### src/rtl/cache_fill_engine.sv
// Miss fill: latch miss, pick victim way, fetch line over req/gnt + beat-valid, stream bytes; min 3+BLOCK_BYTES cycles.
// Waits on mem_gnt/mem_rvalid indefinitely unless FILL_TIMEOUT_EN is defined (15-cycle stall -> ERROR pulse).
module cache_fill_engine #(
    parameter int ADDRESS_WORD_SIZE = 32,
    parameter int OFFSET_BITS       = 2
) (
    input  logic                         clk,
    input  logic                         rst_b,
    input  logic                         miss_req,
    input  logic [ADDRESS_WORD_SIZE-1:0] miss_addr,
    input  logic [3:0]                   set_valid,
    input  logic [7:0]                   set_ages,
    output logic                         mem_req,
    output logic [ADDRESS_WORD_SIZE-1:0] mem_addr,
    input  logic                         mem_gnt,
    input  logic                         mem_rvalid,
    input  logic [7:0]                   mem_rdata,
    output logic                         fill_we,
    output logic [3:0]                   fill_way,
    output logic [OFFSET_BITS-1:0]       fill_offset,
    output logic [7:0]                   fill_data,
    output logic                         fill_tag_we,
    output logic                         fill_done,
    output logic                         fill_error,
    output logic                         busy
);
    typedef enum logic [2:0] {
        IDLE, SELECT, REQ, FILL, DONE
`ifdef FILL_TIMEOUT_EN
        , ERROR
`endif
    } state_t;

    state_t                         state_q, state_d;
    logic [ADDRESS_WORD_SIZE-1:0]   addr_q, addr_d;
    logic [3:0]                     valid_q, valid_d;
    logic [7:0]                     ages_q, ages_d;
    logic [OFFSET_BITS-1:0]         cnt_q, cnt_d;
    logic [3:0]                     fill_way_q, fill_way_d;
    logic                           fill_we_q, fill_we_d;
    logic [OFFSET_BITS-1:0]         fill_offset_q, fill_offset_d;
    logic [7:0]                     fill_data_q, fill_data_d;
    logic                           mem_req_q, mem_req_d;
    logic                           busy_q, busy_d;
    logic                           fill_done_q, fill_done_d;
    logic                           fill_tag_we_q, fill_tag_we_d;
    logic [3:0]                     victim;
    logic [1:0]                     best_age;
    logic                           found_inv;
    logic                           miss_addr_lsb_unused;
`ifdef FILL_TIMEOUT_EN
    logic [3:0]                     stall_q, stall_d;
    logic                           fill_error_q, fill_error_d;
`endif

    assign miss_addr_lsb_unused = ^miss_addr[OFFSET_BITS-1:0];

    // Invalid ways win first; otherwise oldest age, strict compare keeps the lowest index on ties.
    always_comb begin
        victim    = 4'b0000;
        best_age  = 2'd0;
        found_inv = 1'b0;
        for (int i = 0; i < 4; i++) begin
            if (!valid_q[i] && !found_inv) begin
                victim    = 4'b0000;
                victim[i] = 1'b1;
                found_inv = 1'b1;
            end
        end
        if (!found_inv) begin
            victim   = 4'b0001;
            best_age = ages_q[1:0];
            for (int i = 1; i < 4; i++) begin
                if (ages_q[2*i +: 2] > best_age) begin
                    best_age  = ages_q[2*i +: 2];
                    victim    = 4'b0000;
                    victim[i] = 1'b1;
                end
            end
        end
    end

    always_comb begin
        state_d       = state_q;
        addr_d        = addr_q;
        valid_d       = valid_q;
        ages_d        = ages_q;
        cnt_d         = cnt_q;
        fill_way_d    = fill_way_q;
        fill_we_d     = 1'b0;
        fill_offset_d = fill_offset_q;
        fill_data_d   = fill_data_q;
        case (state_q)
            IDLE: begin
                if (miss_req) begin
                    addr_d  = {miss_addr[ADDRESS_WORD_SIZE-1:OFFSET_BITS], {OFFSET_BITS{1'b0}}};
                    valid_d = set_valid;
                    ages_d  = set_ages;
                    state_d = SELECT;
                end
            end
            SELECT: begin
                fill_way_d = victim;
                state_d    = REQ;
            end
            REQ: begin
                if (mem_gnt) begin
                    cnt_d   = '0;
                    state_d = FILL;
                end
            end
            FILL: begin
                if (mem_rvalid) begin
                    fill_we_d     = 1'b1;
                    fill_data_d   = mem_rdata;
                    fill_offset_d = cnt_q;
                    cnt_d         = cnt_q + 1'b1;
                    if (&cnt_q) state_d = DONE;
                end
            end
            default: state_d = IDLE;
        endcase

`ifdef FILL_TIMEOUT_EN
        // Counter restarts on any state change and on forward progress in REQ/FILL.
        if (state_d != state_q || !(state_q == REQ || state_q == FILL)) begin
            stall_d = 4'd0;
        end else if ((state_q == REQ && mem_gnt) || (state_q == FILL && mem_rvalid)) begin
            stall_d = 4'd0;
        end else begin
            stall_d = stall_q + 4'd1;
        end
        if (stall_d == 4'd15) begin
            state_d = ERROR;
            stall_d = 4'd0;
        end
        fill_error_d = (state_d == ERROR);
`endif

        mem_req_d     = (state_d == REQ);
        busy_d        = (state_d != IDLE);
        fill_done_d   = (state_d == DONE);
        fill_tag_we_d = (state_d == DONE);
    end

    always_ff @(posedge clk or negedge rst_b) begin
        if (!rst_b) begin
            state_q       <= IDLE;
            addr_q        <= '0;
            valid_q       <= '0;
            ages_q        <= '0;
            cnt_q         <= '0;
            fill_way_q    <= '0;
            fill_we_q     <= 1'b0;
            fill_offset_q <= '0;
            fill_data_q   <= '0;
            mem_req_q     <= 1'b0;
            busy_q        <= 1'b0;
            fill_done_q   <= 1'b0;
            fill_tag_we_q <= 1'b0;
`ifdef FILL_TIMEOUT_EN
            stall_q       <= '0;
            fill_error_q  <= 1'b0;
`endif
        end else begin
            state_q       <= state_d;
            addr_q        <= addr_d;
            valid_q       <= valid_d;
            ages_q        <= ages_d;
            cnt_q         <= cnt_d;
            fill_way_q    <= fill_way_d;
            fill_we_q     <= fill_we_d;
            fill_offset_q <= fill_offset_d;
            fill_data_q   <= fill_data_d;
            mem_req_q     <= mem_req_d;
            busy_q        <= busy_d;
            fill_done_q   <= fill_done_d;
            fill_tag_we_q <= fill_tag_we_d;
`ifdef FILL_TIMEOUT_EN
            stall_q       <= stall_d;
            fill_error_q  <= fill_error_d;
`endif
        end
    end

    assign mem_req     = mem_req_q;
    assign mem_addr    = addr_q;
    assign fill_we     = fill_we_q;
    assign fill_way    = fill_way_q;
    assign fill_offset = fill_offset_q;
    assign fill_data   = fill_data_q;
    assign fill_tag_we = fill_tag_we_q;
    assign fill_done   = fill_done_q;
    assign busy        = busy_q;
`ifdef FILL_TIMEOUT_EN
    assign fill_error  = fill_error_q;
`else
    assign fill_error  = 1'b0;
`endif

endmodule

### config.mk
export PLATFORM = sky130hd
export DESIGN_NAME = cache_fill_engine
export DESIGN_NICKNAME = d
export VERILOG_FILES = /design/src/rtl/cache_fill_engine.sv
export SDC_FILE = /design/constraint.sdc
export NUM_CORES = 1
export LEC_CHECK = 0
export CAP_MARGIN = 30
export CORE_MARGIN = 10
export CORE_UTILIZATION = 44
export DETAILED_ROUTE_END_ITERATION = 10
export PLACE_DENSITY = 0.9
export SYNTH_ARGS = -nofsm -noshare
export SYNTH_HDL_FRONTEND = slang
export SYNTH_SLANG_ARGS = --single-unit
### constraint.sdc
create_clock -name clk -period 3.8 [get_ports clk]
set_input_delay 0.76 -clock clk [delete_from_list [all_inputs] [get_ports clk]]
set_output_delay 0.76 -clock clk [all_outputs]
set_load 0.03 [all_outputs]
=== Word level (Yosys, flattened, before mapping) ===
Index checks and enable logic that the tools add are counted.

* Bits in registers: 65
* Output and inout port bits: 52
* Bits of input ports: 57

* Muxes and demuxes: 26
* Reduce and logical (&&, ||, !) cells: 15
* $lt $le $gt $ge: 3
* Eq/ne operators: 7
* Add/subtract/negate cells: 1

{| class="wikitable"
|+ Operators with widths
! operator !! number
|-
| two-way mux 2 bit || 8
|-
| two-way mux 4 bit || 4
|-
| two-way mux 3 bit || 5
|-
| one-hot mux 3 bit (4 select lines) || 1
|-
| == test 3 x 2 -> 1 bit (second input constant) || 3
|-
| two-way mux 1 bit || 7
|-
| > comparator 2 bit || 3
|-
| AND reduction 2 bit || 3
|-
| zero test 1 bit || 5
|-
| inequality test 2 bit (second input constant) || 2
|-
| one-hot mux 2 bit (2 select lines) || 1
|-
| == test 3 x 1 -> 1 bit (second input constant) || 1
|-
| == test 3 bit (second input constant) || 1
|-
| logical AND 1 bit || 3
|-
| zero test 3 bit || 1
|-
| AND reduction 3 bit || 1
|-
| nonzero test 3 bit || 1
|-
| adder 2 x 1 -> 2 bit (second input constant) || 1
|-
| nonzero test 2 bit || 1
|}

=== Longest topological paths before layout ===
Gate-level depths: netlist of the first run.

* Word-level depth: 16
* Depth in mapped cells: 14
* Gate-level depth less buffers: 14

=== Least setup slack after synthesis of the first run ===
Ideal clock, no wire load.

* Path type: register to register
* Start: reg ages_q[1]
* End: reg fill_way_q[3] (netlist: fill_way[3])
* Path buffers: 0
* Arrival time: 2.640 ns
* Stages on the path, launching flop included: 15
* Clock period less this slack: 2.765 ns
* Setup time: 0.125 ns
* Setup slack: 1.035 ns
* Cells stage by stage: dfrtp_1 -> inv_1 -> ha_1 -> o21ba_2 -> nor3_1 -> a211oi_1 -> ha_1 -> nand2b_1 -> nand2_1 -> mux2_2 -> ha_1 -> nand2_1 -> o21ai_0 -> a21oi_1 -> mux2_2

* Longest elaborated chain between the ends: 9

{| class="wikitable"
|+ Ends and longest elaborated chain
! element !! RTL line !! RTL
|-
| start, declared || 37 || <nowiki>logic [7:0] ages_q, ages_d;</nowiki>
|-
| start signal, assigned || 169 || <nowiki>ages_q <= ages_d;</nowiki>
|-
| > comparator 2 bit || 74 || <nowiki>if (ages_q[2*i +: 2] > best_age) begin</nowiki>
|-
| two-way mux 2 bit * || 74 ||
|-
| two-way mux 2 bit * || 70 || <nowiki>if (!found_inv) begin</nowiki>
|-
| > comparator 2 bit || 74 ||
|-
| two-way mux 2 bit * || 74 ||
|-
| two-way mux 2 bit * || 70 ||
|-
| > comparator 2 bit * || 74 ||
|-
| two-way mux 4 bit * || 74 ||
|-
| two-way mux 4 bit * || 70 ||
|-
| end signal, assigned || 171 || <nowiki>fill_way_q <= fill_way_d;</nowiki>
|-
| end, declared || 39 || <nowiki>logic [3:0] fill_way_q, fill_way_d;</nowiki>
|}

Mark *: on every way between the ends. The rest lies on a longest branch, timed or not. The select of a mux whose other input is x is not followed.
A chain may end at the register's enable or synchronous reset.

=== Worst setup path after layout of the first run ===
* Start: reg ages_q[3]
* End: reg fill_way_q[3] (netlist: fill_way[3])

Same word-level chain as after synthesis.

==> results_dict.tcl, run 1 <==
set metrics [dict create \
    start_kind "flip-flop" \
    netlist_top_cells_count "65 x dfrtp_1, 47 x mux2_2, 12 x o21ai_0" \
    power_frac_seq 0.337 \
    core_area_sq_mm 0.006277 \
    criticalPathCategory "reg -> reg" \
    utilization 0.6464 \
    crit_buf_inv 1 \
    p_per_area_mw_per_mm2 884.2 \
    status "finished, final reports clean" \
    synth_flop_cell "dfrtp_1" \
    async_flop_share 1.000 \
    die_height_um 100.2 \
    cp.arrival_ns 3.23 \
    design_area_sq_mm 0.004058 \
    placed_cells 381 \
    ir_drop_mv 0.5124 \
    ant_nets 0 \
    port_buffers 103 \
    synth_cell_types 32 \
    grt_usage 0.1287 \
    vias_per_cell 4.864 \
    synth_top_area_frac 0.5755 \
    ys_seq_elements 65 \
    grt_pass1_wl_um 10460 \
    dr.pass1.iters 4 \
    internal_power_mw 2.161 \
    holdBufCountCts 0 \
    ctsResizeCount 0 \
    clock-sinks 65 \
    place_area_sq_mm 0.003862 \
    ys_seq_area_frac 0.5755 \
    fmax_mhz 331.4 \
    fin_ws_ns 0.7828 \
    reg2regPathDepth 14 \
    p_comb_frac 0.505 \
    die-area_sq_mm 0.01003 \
    clk_path_buf_depth 2 \
    avgSynthCellArea_sq_um 13.59 \
    cts_buffers 9 \
    crit_top_cell "ha_1" \
    vias 1931 \
    wl_um 6553 \
    drive_gt1_frac 0.2250 \
    antenna_found_initial 0 \
    power_leakage_nw 1.746 \
    crit_family "compound AO/OA/AOI/OAI gates" \
    wire_per_inst_um 16.51 \
    cts_max_level 3 \
    slew_headroom 0.5719 \
    grt_max_degree 38 \
    yosys_warnings 0 \
    gp_congestion 0.7542 \
    finalHoldViolCount 0 \
    fin_cells 397 \
    crit_path_cell_trace "inv_1, ha_1, o21ba_2, nor3_1, a211oi_1, ha_1, nand2b_1, nand2_1, mux2_2, ha_1, nor2b_1, o21ai_0, a21oi_1, mux2_2" \
    power_mw 3.588 \
    syn_area_sq_mm 0.002826 \
    hold_class "in -> async" \
    crit_fanout 4 \
    power.net_switching_mw 1.426 \
    period_share 0.7940 \
    nets 381 \
    rsz0062_at_grt "false" \
    cts_tree "built" \
    synthCells 208 \
    setup_viol 0 \
    pre_cts_ws_ns 0.7918 \
    slowest_stage "o21ai_0" \
    io-pin-count 109 \
    clkLatencyLatePin_ns 0.33 \
    slowest_delay_ns 0.35 \
    clk_pin_slew_ns 0.07 \
    synth.most_common_cell "dfrtp_1" \
    rows 29 \
    drv_slew 0 \
    cts-root-buf "clkbuf_8" \
    maxCapViolations 0 \
    p_clk_frac 0.159 \
    grt_pass1_vias 2134 \
    overflow 0 \
    synth_edf_count 0 \
    diodes 0 \
    p_sw_frac 0.3976 \
    drcViolationCount 0 \
    fp.dieW_um 100.2 \
    postCtsSetupRepairBufs 0 \
    synth_area_leaders "dfrtp_1 58%, mux2_2 19%, ha_1 4.0%" \
    start_util 0.4503 \
    hpwl_um 5143 \
    skew_ns 0.006918 \
    fin_crit_ns 3.017 \
    holdWs_ns 0.4429 \
    fillers 477 \
    tns_ns 0 \
    tightest_slew_ns 0.6422 \
    required_ns 4.02 \
    synth_top_area_cell "dfrtp_1" \
    first_iter_violations 54 \
    end_kind "flip-flop" \
    worstSetupPathDepth 14 \
    syn2layout_area_growth_pct 43.56 \
]
==> layout by cell type, fill, tap and decap left out, types with 4 or more instances in the layout <==
master and count:
clkdlybuf4s50_1 102, dfrtp_1 65, mux2_2 47, o21ai_0 12, nand2_1 11, inv_1 9, ha_1 9, clkbuf_8 9
nor2_1 6, nand2b_1 4
==> layout make-up <==
type,count,area [sq um],share of cell area
multi-input cells,124,1057,0.2606
inverters,9,33.78,0.008326
clock inverters,7,71.32,0.01758
flip-flops and latches,65,1627,0.4009
clock buffers,9,123.9,0.03053
well taps,77,96.34,0.02374
repair buffers,106,1049,0.2584
==> per-layer routing <==
metal  vias up  track usage  part of all wire
met4         0      0.04891             0.011
li1        934            -                 -
met5         -            0                 0
met2        71       0.2062              0.48
met1       917       0.1406              0.40
met3         9      0.06937              0.11
==> sequential cells by signal, indices dropped and copies added (netlist names) <==
name,cells
mem_addr,30
ages_q,8
fill_data,8
fill_way,4
valid_q,4
state_q,3
cnt_q,2
fill_offset,2
busy,1
fill_tag_we,1
fill_we,1
mem_req,1
==> power groups by stage <==
stage                     Clock, mW  Sequential, mW  Combinational [mW]
final                         0.570            1.21                1.81
after global routing          0.626            1.26                1.95
after CTS                     0.588            1.21                1.84
after detailed placement          0            1.22                1.84
after global placement            0            1.19                1.77
after floorplan                   0            1.65               0.686
==> cells by family (layout without fill, tap and decap cells) <==
family | count (synthesis) | after routing | synth area share
compound gates | 24 | 24 | 0.05046
fa+ha+maj | 9 | 9 | 0.03984
simple gates | 39 | 39 | 0.08544
flops | 65 | 65 | 0.5755
buf+inv | 21 | 131 | 0.05312
mux | 49 | 49 | 0.1943
other cells | 1 | 3 | 0.001327
==> path summary, 6_finish.rpt <==
path,to,start,slack [ns]
min,mem_addr[17],rst_b,0.44
max in group asynchronous,cnt_q[0],rst_b,2.42
min in group clk,fill_offset[1],fill_offset[1],0.50
max reg2reg,fill_way[3],ages_q[3],0.78
min reg2reg,fill_offset[1],fill_offset[1],0.50
max,fill_way[3],ages_q[3],0.78
(Power assumes the default switching activity.)
==> inputs of run 2 (changes only) <==
==> constraint.sdc (replaced) <==
create_clock -name clk -period 2.8 [get_ports clk]
set_input_delay 0.56 -clock clk [delete_from_list [all_inputs] [get_ports clk]]
set_output_delay 0.56 -clock clk [all_outputs]
set_load 0.03 [all_outputs]
==> results_dict.tcl, run 2 (synthesized netlist as in run 1, its figures left out) <==
set metrics [dict create \
    p_per_area_mw_per_mm2 1289 \
    vias 2010 \
    setup_viol 0 \
    power.net_switching_mw 2.169 \
    r2r_start "ages_q[3]" \
    p_clk_frac 0.140 \
    status "finished, final reports clean" \
    power_frac_seq 0.297 \
    clk_path_buf_depth 2 \
    fin_cells 408 \
    slowest_stage "dfrtp_1" \
    reg2regPathDepth 14 \
    fp.dieW_um 100.2 \
    power_mw 5.549 \
    rrSetupSlack_ns 0.04 \
    r2r-end "fill_way[3]" \
    drive_gt1_frac 0.3082 \
    end_kind "flip-flop" \
    rows 29 \
    grt_usage 0.1344 \
    clock-sinks 65 \
    holdWs_ns 0.2446 \
    final_common_cell "clkdlybuf4s50_1" \
    cts_tree "built" \
    placed_cells 389 \
    place_area_sq_mm 0.003948 \
    crit_path_cell_trace "inv_2, ha_4, o21ba_4, nor3_4, a211oi_2, ha_2, nand2b_4, nand2_4, mux2_4, ha_4, nand2_4, o21ai_4, a21oi_2, mux2_4" \
    p_comb_frac 0.563 \
    hpwl_um 5108 \
    diodes 0 \
    criticalPathCategory "reg -> reg" \
    maxCapViolations 0 \
    clk_pin_slew_ns 0.07 \
    slowest_delay_ns 0.41 \
    gp_congestion 0.7076 \
    tightest_slew_ns 0.6366 \
    drv_slew 0 \
    crit_fanout 4 \
    grt_pass1_wl_um 10900 \
    grt_max_degree 47 \
    internal_power_mw 3.380 \
    core_area_sq_mm 0.006277 \
    fmax_mhz 361.7 \
    pre_cts_ws_ns -0.1892 \
    syn2layout_area_growth_pct 52.37 \
    vias_per_cell 4.926 \
    cts-root-buf "clkbuf_8" \
    cp.arrival_ns 2.98 \
    start_util 0.4503 \
    cts_max_level 3 \
    wl_um 6752 \
    mostFrequentLayoutCells "102 x clkdlybuf4s50_1, 65 x dfrtp_1, 45 x mux2_2" \
    port_buffers 103 \
    overflow 0 \
    ant_nets 0 \
    nets 392 \
    fin_crit_ns 2.764 \
    fin_ws_ns 0.03553 \
    start_kind "flip-flop" \
    largest_register_ffs 30 \
    hold_class "in -> async" \
    required_ns 3.02 \
    die-area_sq_mm 0.01003 \
    drcViolationCount 0 \
    period_share 0.9873 \
    power_leakage_nw 1.851 \
    die_height_um 100.2 \
    io-pin-count 109 \
    holdBufCountCts 0 \
    ir_drop_mv 0.7513 \
    design_area_sq_mm 0.004307 \
    finalHoldViolCount 0 \
    wire_per_inst_um 16.55 \
    dr.pass1.iters 4 \
    p_sw_frac 0.3909 \
    fillers 467 \
    cts_buffers 9 \
    startpoint "ages_q[3]" \
    rsz0062_at_grt "true" \
    antenna_found_initial 0 \
    clkLatencyLatePin_ns 0.33 \
    slew_headroom 0.5756 \
    first_iter_violations 47 \
    skew_ns 0.008053 \
    grt_pass1_vias 2275 \
]
run 2: worst max-delay path: cells and delay by family, from the launching register on:
kind	cells	cell delay [ns]
fa+ha+maj	3	0.83
mux	2	0.56
flops	1	0.41
compound gates	4	0.40
simple gates	4	0.34
buf+inv	1	0.09
run 2: area by class of cell:
type                       count  area, sq um  share of cell area
clock inverter                 6        57.56             0.01336
timing repair buffer         117         1156              0.2684
sequential                    65         1627              0.3777
multi-input combinational    124         1199              0.2783
inverter                       9        33.78            0.007844
tap                           77        96.34             0.02237
clock buffer                  10        137.6             0.03196
run 2: metal layers:
| metal | vias to the layer above | global-route usage | wire length, um |
|---|---|---|---|
| met5 | - | 0 | 0 |
| met4 | 0 | 0.05543 | 89 |
| met3 | 9 | 0.07555 | 784 |
| met2 | 77 | 0.2216 | 3347 |
| met1 | 966 | 0.1380 | 2531 |
| li1 | 958 | - | - |
run 2: timing repair:
item                                    CTS  global route
setup buffers                             0             3
gates resized for setup                   7            21
endpoints found under the hold margin     0             0
endpoints found under the setup margin    4             4
pin swaps                                 0            13
run 2: worst max-delay path by stage:
stage	endpoint	slack, ns	cells after the start
after CTS	fill_way[3]	0.004	14
after detailed placement	fill_way[3]	-0.19	14
final	fill_way[3]	0.04	14
after floorplan	fill_way[3]	0.04	14
after global placement	fill_way[3]	-0.05	14
after global routing	fill_way[2]	-0.09	14
run 2: metrics by stage:
stage,util,TNS (ns)
floorplan,-,0
global placement,0.6289,-0.05142
detailed placement,0.6289,-0.4821
CTS,0.6641,0
global route,0.6861,-0.1986
finish,0.6861,0
run 2: power groups by stage:
stage	clock, mW	combinational (mW)	sequential, mW
final	0.777	3.13	1.65
after global routing	0.843	3.34	1.72
after CTS	0.798	2.72	1.64
after detailed placement	0	2.64	1.66
after global placement	0	2.57	1.62
after floorplan	0	0.931	2.24
==> inputs of run 3 (changes only) <==
--- a/config.mk
+++ b/config.mk
@@ -6,10 +6,10 @@
 export NUM_CORES = 1
 export LEC_CHECK = 0
 export CAP_MARGIN = 30
-export CORE_MARGIN = 10
 export CORE_UTILIZATION = 44
 export DETAILED_ROUTE_END_ITERATION = 10
 export PLACE_DENSITY = 0.9
+export RECOVER_POWER = 50
 export SYNTH_ARGS = -nofsm -noshare
 export SYNTH_HDL_FRONTEND = slang
 export SYNTH_SLANG_ARGS = --single-unit
==> results_dict.tcl, run 3 (synthesized netlist as in run 1, its figures left out) <==
set metrics [dict create \
    port_buffers 103 \
    clock-sinks 65 \
    rows 28 \
    drcViolationCount 0 \
    multi_input_area_sq_mm 0.001141 \
    hpwl_um 4228 \
    clk_pin_slew_ns 0.07 \
    status "finished with violations" \
    place_area_sq_mm 0.003935 \
    setup_viol 0 \
    start_util 0.4664 \
    cts_buffers 9 \
    finalHoldViolCount 0 \
    antenna_found_initial 0 \
    slew_headroom -0.05315 \
    clk_path_buf_depth 2 \
    holdBufCountCts 0 \
    power_leakage_nw 1.828 \
    first_iter_violations 51 \
    skew_ns 0.007327 \
    ff_latch_area_sq_mm 0.001627 \
    hold_class "reg -> reg" \
    ir_drop_mv 0.6749 \
    clkLatencyLatePin_ns 0.33 \
    power_mw 5.394 \
    syn2layout_area_growth_pct 49.14 \
    maxCapViolations 1 \
    holdWs_ns 0.4914 \
    drv_slew 66 \
    fillers 440 \
    start_kind "flip-flop" \
    final_common_cell "clkdlybuf4s50_1" \
    diodes 0 \
    period_share 0.9928 \
    wl_um 6018 \
    tightest_slew_ns 1.580 \
    fmax_mhz 359.7 \
    mostFrequentLayoutCells "99 x clkdlybuf4s50_1, 65 x dfrtp_1, 45 x mux2_2" \
    io-pin-count 109 \
    grt_pass1_wl_um 9425 \
    placed_cells 389 \
    grt_max_degree 66 \
    crit_fanout 4 \
    overflow 0 \
    cts_tree "built" \
    fin_cells 407 \
    failed_checks "max-capacitance violations, max-slew violations" \
    tns_ns 0 \
    cp.arrival_ns 2.99 \
    end_kind "flip-flop" \
    r2r-end "fill_way[3]" \
    grt_usage 0.1914 \
    hold_start "fill_offset[1]" \
    rrSetupSlack_ns 0.02 \
    cts-root-buf "clkbuf_8" \
    grt_pass1_vias 2160 \
    fin_crit_ns 2.780 \
    rsz0062_at_grt "true" \
    design_area_sq_mm 0.004215 \
    whs_path_depth 2 \
    core_area_sq_mm 0.006061 \
    worst_hold_path.endpoint "fill_offset[1]" \
    vias_per_cell 4.926 \
    p_per_area_mw_per_mm2 1280 \
    die_height_um 82.15 \
    vias 2005 \
    fp.dieW_um 82.15 \
    r2r_start "ages_q[1]" \
    wire_per_inst_um 14.79 \
    criticalPathCategory "reg -> reg" \
    ant_nets 0 \
    required_ns 3.01 \
    gp_congestion 0.7726 \
    cts_max_level 3 \
    reg2regPathDepth 14 \
    drive_gt1_frac 0.2831 \
    nets 394 \
    largest_register_ffs 30 \
    die-area_sq_mm 0.006749 \
    dr.pass1.iters 6 \
]
-- run 3: changes by cell type in the layout (fill, tap and decap cells not counted), sizes merged --
cell	before	now
clkinv	4	3
clkinvlp	1	0
clkbuf	10	14
dlygate4sd3	0	3
bufinv	1	0
clkdlybuf4s50	102	99
-- run 3: how the worst max path moves through the flow --
stage	startpoint	end	slack, ns
floorplan	ages_q[1]	fill_way[3]	0.04
global placement	ages_q[3]	fill_way[3]	-0.08
detailed placement	ages_q[3]	fill_way[3]	-0.21
CTS	ages_q[3]	fill_way[3]	0.007
global route	ages_q[3]	fill_way[3]	-0.12
finish	ages_q[1]	fill_way[3]	0.02
-- run 3: cell type report --
class | instances | share of cell area
Clock buffer | 12 | 0.03918
Sequential cell | 65 | 0.3859
Multi-Input combinational cell | 124 | 0.2707
Inverter | 9 | 0.008014
Timing Repair Buffer | 119 | 0.2704
Tap cell | 75 | 0.02226
Clock inverter | 3 | 0.003562
-- run 3: worst max-delay path, cell delays in order (launching register included) --
cell      delay (ns)
dfrtp_1         0.34
inv_2           0.06
ha_1            0.22
buf_4           0.14
mux2i_1         0.12
a211oi_2        0.29
ha_1            0.27
nand2b_1        0.11
nand2_2         0.07
mux2_4          0.31
ha_4            0.28
nand2_4         0.05
o21ai_4         0.07
a21oi_2         0.07
mux2_4          0.25
-- run 3: metrics by stage --
step           worst slack (ns)  utilization
3_5_place_dp            -0.2075       0.6493
5_1_grt                 -0.1198       0.6955
3_3_place_gp           -0.07843       0.6493
4_1_cts                0.007483       0.6833
6_report                0.02013       0.6955
2_1_floorplan           0.03527            -
-- run 3: routing by layer --
| metal | track usage | vias up | wire length, um |
|---|---|---|---|
| li1 | - | 957 | - |
| met1 | 0.1993 | 960 | 2333 |
| met2 | 0.3331 | 73 | 3077 |
| met3 | 0.06923 | 15 | 461 |
| met4 | 0.1070 | 0 | 145 |
| met5 | 0 | - | 0 |
-- run 3: repair_timing --
action | in CTS | in global routing
pin swaps | 0 | 13
setup buffers | 0 | 3
hold endpoints to repair | 0 | 0
cloned | 0 | 0
gates resized for setup | 7 | 12
setup endpoints to repair | 4 | 4
-- run 3: power breakdown --
part / internal (mW) / switching [mW] / total [mW]
Sequential: 1.37 / 0.274 / 1.65
Combinational: 1.55 / 1.49 / 3.04
Clock: 0.384 / 0.328 / 0.712
